===== config.mk =====
export PLATFORM = sky130hd
export DESIGN_NAME = ysyx_22040237_mem_arb
export DESIGN_NICKNAME = d
export VERILOG_FILES = /design/src/rtl/ysyx_22040237_mem_arb_pkg.sv /design/src/rtl/ysyx_22040237_arb_pick.sv /design/src/rtl/ysyx_22040237_mem_arb.sv
export SDC_FILE = /design/constraint.sdc
export NUM_CORES = 1
export LEC_CHECK = 0
export CAP_MARGIN = 20
export CORE_AREA = 2 2 210 212
export CTS_BUF_LIST = sky130_fd_sc_hd__clkbuf_16
export CTS_CLUSTER_SIZE = 30
export DETAILED_ROUTE_END_ITERATION = 8
export DIE_AREA = 0 0 212 214
export REMOVE_ABC_BUFFERS = 1
export SYNTH_ARGS = -nofsm -noshare
export SYNTH_HDL_FRONTEND = slang
export SYNTH_SLANG_ARGS = --single-unit

===== constraint.sdc =====
create_clock -name clk -period 1.75 [get_ports clk]
set_input_delay 0.175 -clock clk [delete_from_list [all_inputs] [get_ports clk]]
set_output_delay 0.175 -clock clk [all_outputs]
set_load 0.02 [all_outputs]

===== src/rtl/ysyx_22040237_mem_arb_pkg.sv =====
// Shared types and defaults for the IFU/LSU memory-port arbiter.
package ysyx_22040237_mem_arb_pkg;

  typedef enum logic [1:0] {
    ARB_IDLE = 2'd0,
    ARB_REQ  = 2'd1,
    ARB_WAIT = 2'd2
  } arb_state_t;

  typedef enum logic {
    ARB_OWN_IFU = 1'b0,
    ARB_OWN_LSU = 1'b1
  } arb_owner_t;

  localparam int ARB_STREAK_MAX_DEF = 4;

endpackage


===== src/rtl/ysyx_22040237_arb_pick.sv =====
// Priority selection between IFU and LSU with an LSU-streak starvation guard.
module ysyx_22040237_arb_pick #(
  parameter int STREAK_MAX = 4
) (
  input  logic clk,
  input  logic rst_n,
  input  logic en,
  input  logic ifu_valid,
  input  logic lsu_valid,
  output logic grant_ifu,
  output logic grant_lsu
);

  localparam int SW = $clog2(STREAK_MAX + 1);
  localparam logic [SW-1:0] CAP = SW'(STREAK_MAX);

  logic [SW-1:0] streak;
  logic          ifu_turn;

  // IFU only wins a contested grant once LSU has used up its streak.
  assign ifu_turn  = ifu_valid && (streak == CAP);
  assign grant_lsu = en && lsu_valid && !ifu_turn;
  assign grant_ifu = en && ifu_valid && !grant_lsu;

  always_ff @(posedge clk or negedge rst_n) begin
    if (!rst_n) begin
      streak <= '0;
    end else if (grant_ifu) begin
      streak <= '0;
    end else if (grant_lsu) begin
      if (!ifu_valid) begin
        streak <= '0;
      end else if (streak != CAP) begin
        streak <= streak + SW'(1);
      end
    end
  end

endmodule


===== src/rtl/ysyx_22040237_mem_arb.sv =====
// Single-outstanding memory port sequencer shared by IFU and LSU.
module ysyx_22040237_mem_arb
  import ysyx_22040237_mem_arb_pkg::*;
#(
  parameter int ADDR_W     = 64,
  parameter int DATA_W     = 64,
  parameter int STREAK_MAX = ARB_STREAK_MAX_DEF
) (
  input  logic                clk,
  input  logic                rst_n,
  input  logic                ifu_req_valid_i,
  output logic                ifu_req_ready_o,
  input  logic [ADDR_W-1:0]   ifu_addr_i,
  output logic                ifu_rsp_valid_o,
  output logic [DATA_W-1:0]   ifu_rsp_data_o,
  input  logic                lsu_req_valid_i,
  output logic                lsu_req_ready_o,
  input  logic [ADDR_W-1:0]   lsu_addr_i,
  input  logic                lsu_wen_i,
  input  logic [DATA_W-1:0]   lsu_wdata_i,
  input  logic [DATA_W/8-1:0] lsu_wmask_i,
  output logic                lsu_rsp_valid_o,
  output logic [DATA_W-1:0]   lsu_rsp_data_o,
  output logic                mem_req_valid_o,
  input  logic                mem_req_ready_i,
  output logic [ADDR_W-1:0]   mem_addr_o,
  output logic                mem_wen_o,
  output logic [DATA_W-1:0]   mem_wdata_o,
  output logic [DATA_W/8-1:0] mem_wmask_o,
  input  logic                mem_rsp_valid_i,
  input  logic [DATA_W-1:0]   mem_rsp_data_i
);

  arb_state_t          state, state_nxt;
  arb_owner_t          owner;
  logic [ADDR_W-1:0]   addr;
  logic                wen;
  logic [DATA_W-1:0]   wdata;
  logic [DATA_W/8-1:0] wmask;
  logic                arb_en;
  logic                grant_ifu, grant_lsu;
  logic                rsp_hit;

  // Gating with rst_n keeps both readies low for the whole reset pulse.
  assign arb_en = rst_n && (state == ARB_IDLE);

  ysyx_22040237_arb_pick #(
    .STREAK_MAX(STREAK_MAX)
  ) u_pick (
    .clk      (clk),
    .rst_n    (rst_n),
    .en       (arb_en),
    .ifu_valid(ifu_req_valid_i),
    .lsu_valid(lsu_req_valid_i),
    .grant_ifu(grant_ifu),
    .grant_lsu(grant_lsu)
  );

  always_comb begin
    state_nxt = state;
    case (state)
      ARB_IDLE: if (grant_ifu || grant_lsu) state_nxt = ARB_REQ;
      ARB_REQ:  if (mem_req_ready_i)        state_nxt = ARB_WAIT;
      ARB_WAIT: if (mem_rsp_valid_i)        state_nxt = ARB_IDLE;
      default:                              state_nxt = ARB_IDLE;
    endcase
  end

  always_ff @(posedge clk or negedge rst_n) begin
    if (!rst_n) begin
      state <= ARB_IDLE;
    end else begin
      state <= state_nxt;
    end
  end

  always_ff @(posedge clk or negedge rst_n) begin
    if (!rst_n) begin
      owner <= ARB_OWN_IFU;
      addr  <= '0;
      wen   <= 1'b0;
      wdata <= '0;
      wmask <= '0;
    end else if (grant_lsu) begin
      owner <= ARB_OWN_LSU;
      addr  <= lsu_addr_i;
      wen   <= lsu_wen_i;
      wdata <= lsu_wdata_i;
      wmask <= lsu_wmask_i;
    end else if (grant_ifu) begin
      owner <= ARB_OWN_IFU;
      addr  <= ifu_addr_i;
      wen   <= 1'b0;
      wdata <= '0;
      wmask <= '0;
    end
  end

  assign ifu_req_ready_o = grant_ifu;
  assign lsu_req_ready_o = grant_lsu;

  assign mem_req_valid_o = (state == ARB_REQ);
  assign mem_addr_o      = addr;
  assign mem_wen_o       = wen;
  assign mem_wdata_o     = wdata;
  assign mem_wmask_o     = wmask;

  assign rsp_hit         = (state == ARB_WAIT) && mem_rsp_valid_i;
  assign ifu_rsp_valid_o = rsp_hit && (owner == ARB_OWN_IFU);
  assign lsu_rsp_valid_o = rsp_hit && (owner == ARB_OWN_LSU);
  assign ifu_rsp_data_o  = mem_rsp_data_i;
  assign lsu_rsp_data_o  = mem_rsp_data_i;

endmodule

* Yosys cells after proc, flatten, opt, wreduce, memory -nomap -nowiden *
Index checks and enable logic that the tools add are counted.
Widths: inputs -> output; s select.

storage, ports and cells
  register bits = 143
  logic and storage cells = 50
  output and inout port bits = 270
  input port bits = 271

cells by class
  bitwise operators = 1
  reductions and logical operators = 16
  $add $sub $neg = 1
  eq/ne operators = 8
  mux-type cells = 17

operators by type and width
  kind                 count
  $mux 64              4
  $mux 8               2
  $mux 3               4
  $logic_and 1x1->1    9
  $mux 2               3
  $pmux 2 s3           1
  $ne 2x1->1 const B   2
  $add 3x1->3 const B  1
  $eq 3x3->1 const B   1
  $mux 1               3
  $ne 3x1->1 const B   1
  $ne 3x3->1 const B   1
  $reduce_and 3->1     1
  $eq 2x1->1 const B   1
  $eq 2x2->1 const B   1
  $logic_not 1->1      2
  $logic_not 2->1      1
  $ne 2x2->1 const B   1
  $reduce_and 2->1     1
  $reduce_bool 2->1    1
  $logic_or 1x1->1     1
  $not 1->1            1

* Logic depth before layout (Yosys ltp) *
Gate-level depths: netlist of the first run.

  word-level depth = 9
  depth in mapped cells = 7
  gate-level depth less buffers = 5

* Cells and area by module *
A second synthesis of the first run with hierarchy kept.

second synthesis, totals
  cell total of the unflattened synthesis = 605
  area, all modules = 6885.4 sq um

by module, submodules not included
  module                  times used  cells each  seq. area each (sq um)  area an instance (sq um)
  ysyx_22040237_mem_arb   1           582         3503.4                  6692.7
  ysyx_22040237_arb_pick  1           23          75.1                    192.7

* Worst setup path before layout of the first run *
Ideal clock, no wire load.

  path kind = register -> output
  from = reg state[0]
  to = out ifu_req_ready_o
  buffers on the path = 2
  arrival = 1.599 ns
  cell stages (with the launch flop) = 5
  setup slack = -0.024 ns
  path through = dfrtp_1 > and4bb_2 > buf_2 > buf_2 > a21boi_0

on the way
  cells in the longest elaborated chain, start to end = 6

ends and longest elaborated chain
  what                            line                          text
  start, declared                 ysyx_22040237_mem_arb.sv:34   arb_state_t state, state_nxt;
  start signal, assigned          ysyx_22040237_mem_arb.sv:73   state <= state_nxt;
  $logic_not 2->1 (*)             ysyx_22040237_mem_arb.sv:45   assign arb_en = rst_n && (state == ARB_IDLE);
  $logic_and 1x1->1 (*)           ysyx_22040237_mem_arb.sv:45
  $logic_and 1x1->1 (2 in a row)  ysyx_22040237_arb_pick.sv:22  assign grant_lsu = en && lsu_valid && !ifu_turn;
  $logic_not 1->1                 ysyx_22040237_arb_pick.sv:23  assign grant_ifu = en && ifu_valid && !grant_lsu;
  $logic_and 1x1->1 (*)           ysyx_22040237_arb_pick.sv:23
  end, declared                   ysyx_22040237_mem_arb.sv:12   output logic ifu_req_ready_o,

Every way passes the cells marked *; elsewhere a longest branch is shown, timed or not.

* Final worst setup path of the first run *
Ends and elaborated chain as after synthesis.

==> run_results.csv, run 1 <==
group,metric,value,unit
outcome,status,"complete, but fails checks",
outcome,violations,"negative setup slack",
pwr,finalPower,0.0190,W
setup_path,cp_cell_sequence,"buf_6 > and4bb_2 > a21boi_4 > buf_6",
hold_path,min_path_type,"in2reg",
synthesis,synth_mux_area_frac,0,
clock_network,cts.sinks,143,
setup_path,required,1.57,ns
sta,tightestPinTransition,0.679,ns
route,finalWirelength,39900,um
synthesis,synth.most_common_cell,"dfrtp_1",
setup_path,worstPathMaxFanout,3,
clock_network,ctsRootBufferMaster,"clkbuf_16",
setup_path,cp_slowest_cell,"dfrtp_2",
die,start_util,0.167,
synthesis,yosysWarnings,0,
sta,skew,0.0104,ns
sta,finalSetupViolCount,3,
die,rows,76,
placement,hpwlAfterDp,28800,um
route,drc_errors,0,
hold_path,min_path_cells,3,
finish,multi_input_area,2330,sq um
setup_path,crit_top_cell,"buf_6",
setup_path,ff2ff_path_depth,5,
hold_path,hold_path_end,"mem_addr_o[45]",
global_route,grt_pass1_wl,52600,um
synthesis,synth_flop_cell,"dfrtp_1",
die,ios,541,
setup_path,start_kind,"flop",
setup_path,cp-end-kind,"output pin",
placement,gp_congestion,0.862,
sta,slew_headroom,0.547,
setup_path,r2r_start,"state[0]",
finish,drive_gt1_frac,0.115,
clock_network,cts_tree,"yes",
setup_path,path_delay_family,"flip-flops",
pwr,powerDensity,1670,nW/um^2
global_route,antenna_found_initial,1,
synthesis,yosys.area_share.simple,0.0911,
clock_network,cts-buffers-inserted,17,
global_route,overflow,0,
setup_path,slowest_delay,0.41,ns
synthesis,synth-edff-count,0,
clock_network,clk_latency,0.45,ns
synthesis,async_flop_share,1.00,
route,ant_nets,0,
synthesis,post-synth-top-area-cell,"dfrtp_1",
sta,finalHoldViolCount,0,
global_route,grt_util_all_layers,0.166,
route,wire_per_inst,26.1,um
sta,drv_slew,0,
clock_network,cts-htree-levels,4,
synthesis,synth_cells,695,
finish,fill_cells,4565,
placement,io_buffers,348,
die,die-width,212,um
sta,fmax,557,MHz
synthesis,netlist_area,7140,sq um
finish,final_cell_area,11400,sq um
global_route,grt_max_degree,97,
sta,rsz0062_at_grt,"true",
sta,min_period,1.80,ns
route,vias,6788,
clock_network,clk_pin_slew,0.07,ns
route,vias_per_cell,4.45,
die,core-area,42900,sq um
synthesis,yosysSeqAreaShare,0.501,
route,drt_iter0_markers,548,
synthesis,synthAdderAreaFrac,0.00350,
pwr,vdd_ir_drop_max,1.10,mV
hold_path,min_from,"lsu_addr_i[45]",
synthesis,synth_common_cells,"dfrtp_1 (143), buf_4 (136), a22o_1 (73)",
synthesis,synth_top_family_by_area,"compound AO/OA/AOI/OAI gates",
global_route,grt_pass1_vias,6872,
placement,post-place-ws,-0.296,ns
synthesis,syn_area_per_cell,10.3,sq um
setup_path,r2r-end,"mem_addr_o[11]",
sta,whs,0.284,ns
setup_path,cp_data_arrival_time,1.62,ns
synthesis,synthTopCellsByArea,"dfrtp_1 (50%), buf_4 (14%), a22o_1 (9.0%)",
synthesis,synth_top_area_frac,0.501,
route,firstDrtPassIters,5,
synthesis,synth_seq_cells,143,
setup_path,crit_type,"reg2out",
finish,syn_to_final_growth,59.8,%
die,die_area,45400,sq um
setup_path,r2r_setup_slack,-0.01,ns
synthesis,synthXorXnorAreaFrac,0,
placement,dpl_cell_area,10500,sq um
sta,post-route-period-util,1.03,
die,die_h,214,um
pwr,p_leak,4.52,nW
finish,seqCellArea,3580,sq um
synthesis,synth_compound_area_frac,0.221,
finish,layout.nets,1200,
synthesis,ys_types,35,
sta,setup_slack,-0.0457,ns
clock_network,clk_path_buf_depth,2,
setup_path,cp_num_buf_inv,2,
flow_run,cap_violations,0,
==> where the power goes <==
group | switching (W) | internal [W] | leakage, nW
clock | 0.00167 | 0.00200 | 0.271
combinational | 0.00475 | 0.00473 | 2.48
sequential | 0.000969 | 0.00490 | 1.77
total | 0.00739 | 0.0116 | 4.52
==> worst reg2reg max path: cells and delay by family (launching register included) <==
kind                   cells  cell delay [ns]
buffers and inverters      2             0.35
AOI/OAI and AO/OA          2             0.38
and+or+nand+nor            1             0.50
DFF                        1             0.41
==> flip-flops by register name, summed over array words and instances (netlist names) <==
| register | count |
|---|---|
| mem_addr_o | 64 |
| mem_wdata_o | 64 |
| mem_wmask_o | 8 |
| u_pick.streak | 3 |
| state | 2 |
| mem_wen_o | 1 |
| owner | 1 |
==> area by class of cell <==
| type | count | area share |
|---|---|---|
| multi-input cells | 360 | 0.204 |
| clock inverters | 15 | 0.0136 |
| diodes | 1 | 0.000219 |
| clock buffers | 17 | 0.0373 |
| inverters | 4 | 0.00132 |
| well taps | 585 | 0.0642 |
| flip-flops and latches | 143 | 0.314 |
| repair buffers | 401 | 0.366 |
==> layout by cell type (no fill, tap or decap), types with 3 or more instances in the layout <==
| master | count |
|---|---|
| dlymetal6s2s_1 | 6 |
| nor2_4 | 3 |
| clkdlybuf4s50_1 | 336 |
| dfrtp_1 | 142 |
| a21oi_1 | 23 |
| clkbuf_16 | 22 |
| buf_6 | 6 |
| inv_1 | 3 |
| nand2_1 | 45 |
| o211ai_1 | 43 |
| nand3_1 | 63 |
| buf_12 | 12 |
| clkinvlp_4 | 4 |
| o21ai_0 | 55 |
| o21ai_1 | 11 |
| inv_6 | 4 |
| a22o_1 | 73 |
| buf_4 | 30 |
| a31oi_1 | 20 |
==> worst max path at each step <==
stage	from	to	slack [ns]	cells after the start
floorplan	u_pick.streak[0]	mem_addr_o[10]	-2.10	5
global placement	lsu_req_valid_i	lsu_req_ready_o	-0.31	4
detailed placement	lsu_req_valid_i	mem_addr_o[1]	-0.30	5
CTS	state[0]	ifu_req_ready_o	-0.1	4
global route	state[1]	ifu_req_ready_o	-0.14	4
finish	state[0]	ifu_req_ready_o	-0.05	4
==> per-stage QoR <==
| step | util | std cells | setup TNS [ns] |
|---|---|---|---|
| 6_report | 0.266 | 1526 | -0.0806 |
| 5_1_grt | 0.266 | 1525 | -1.80 |
| 4_1_cts | 0.262 | 1518 | -0.185 |
| 3_5_place_dp | 0.245 | 1477 | -16.10 |
| 3_3_place_gp | 0.245 | 1477 | -16.41 |
| 2_1_floorplan | - | 507 | -260.91 |
==> cells by family after synthesis <==
| logic type | Yosys count |
|---|---|
| flops | 143 |
| buf+inv | 192 |
| compound gates | 231 |
| simple gates | 127 |
| fa+ha+maj | 2 |
==> what timing repair did <==
| item | CTS | global route |
|---|---|---|
| pin swaps | 3 | 5 |
| resized for setup | 34 | 14 |
| endpoints found under the hold margin | 143 | 0 |
| hold buffers | 1 | 0 |
| gates cloned | 0 | 6 |
| endpoints found under the setup margin | 82 | 102 |
| setup buffers | 8 | 4 |
==> layer usage <==
layer	up-vias	routed length, um	track usage
met5	-	404	0.0711
met2	588	14700	0.201
met3	48	8580	0.175
met1	3308	15500	0.185
li1	2834	-	-
met4	10	718	0.0502
Power figures use the tool's default switching activity.
==> inputs of run 2 (changes only) <==
Settings changed: HOLD_SLACK_MARGIN set to 0.08.
==> results of run 2 <==
The final DEF is identical to that of run 1; final timing and power are the same.
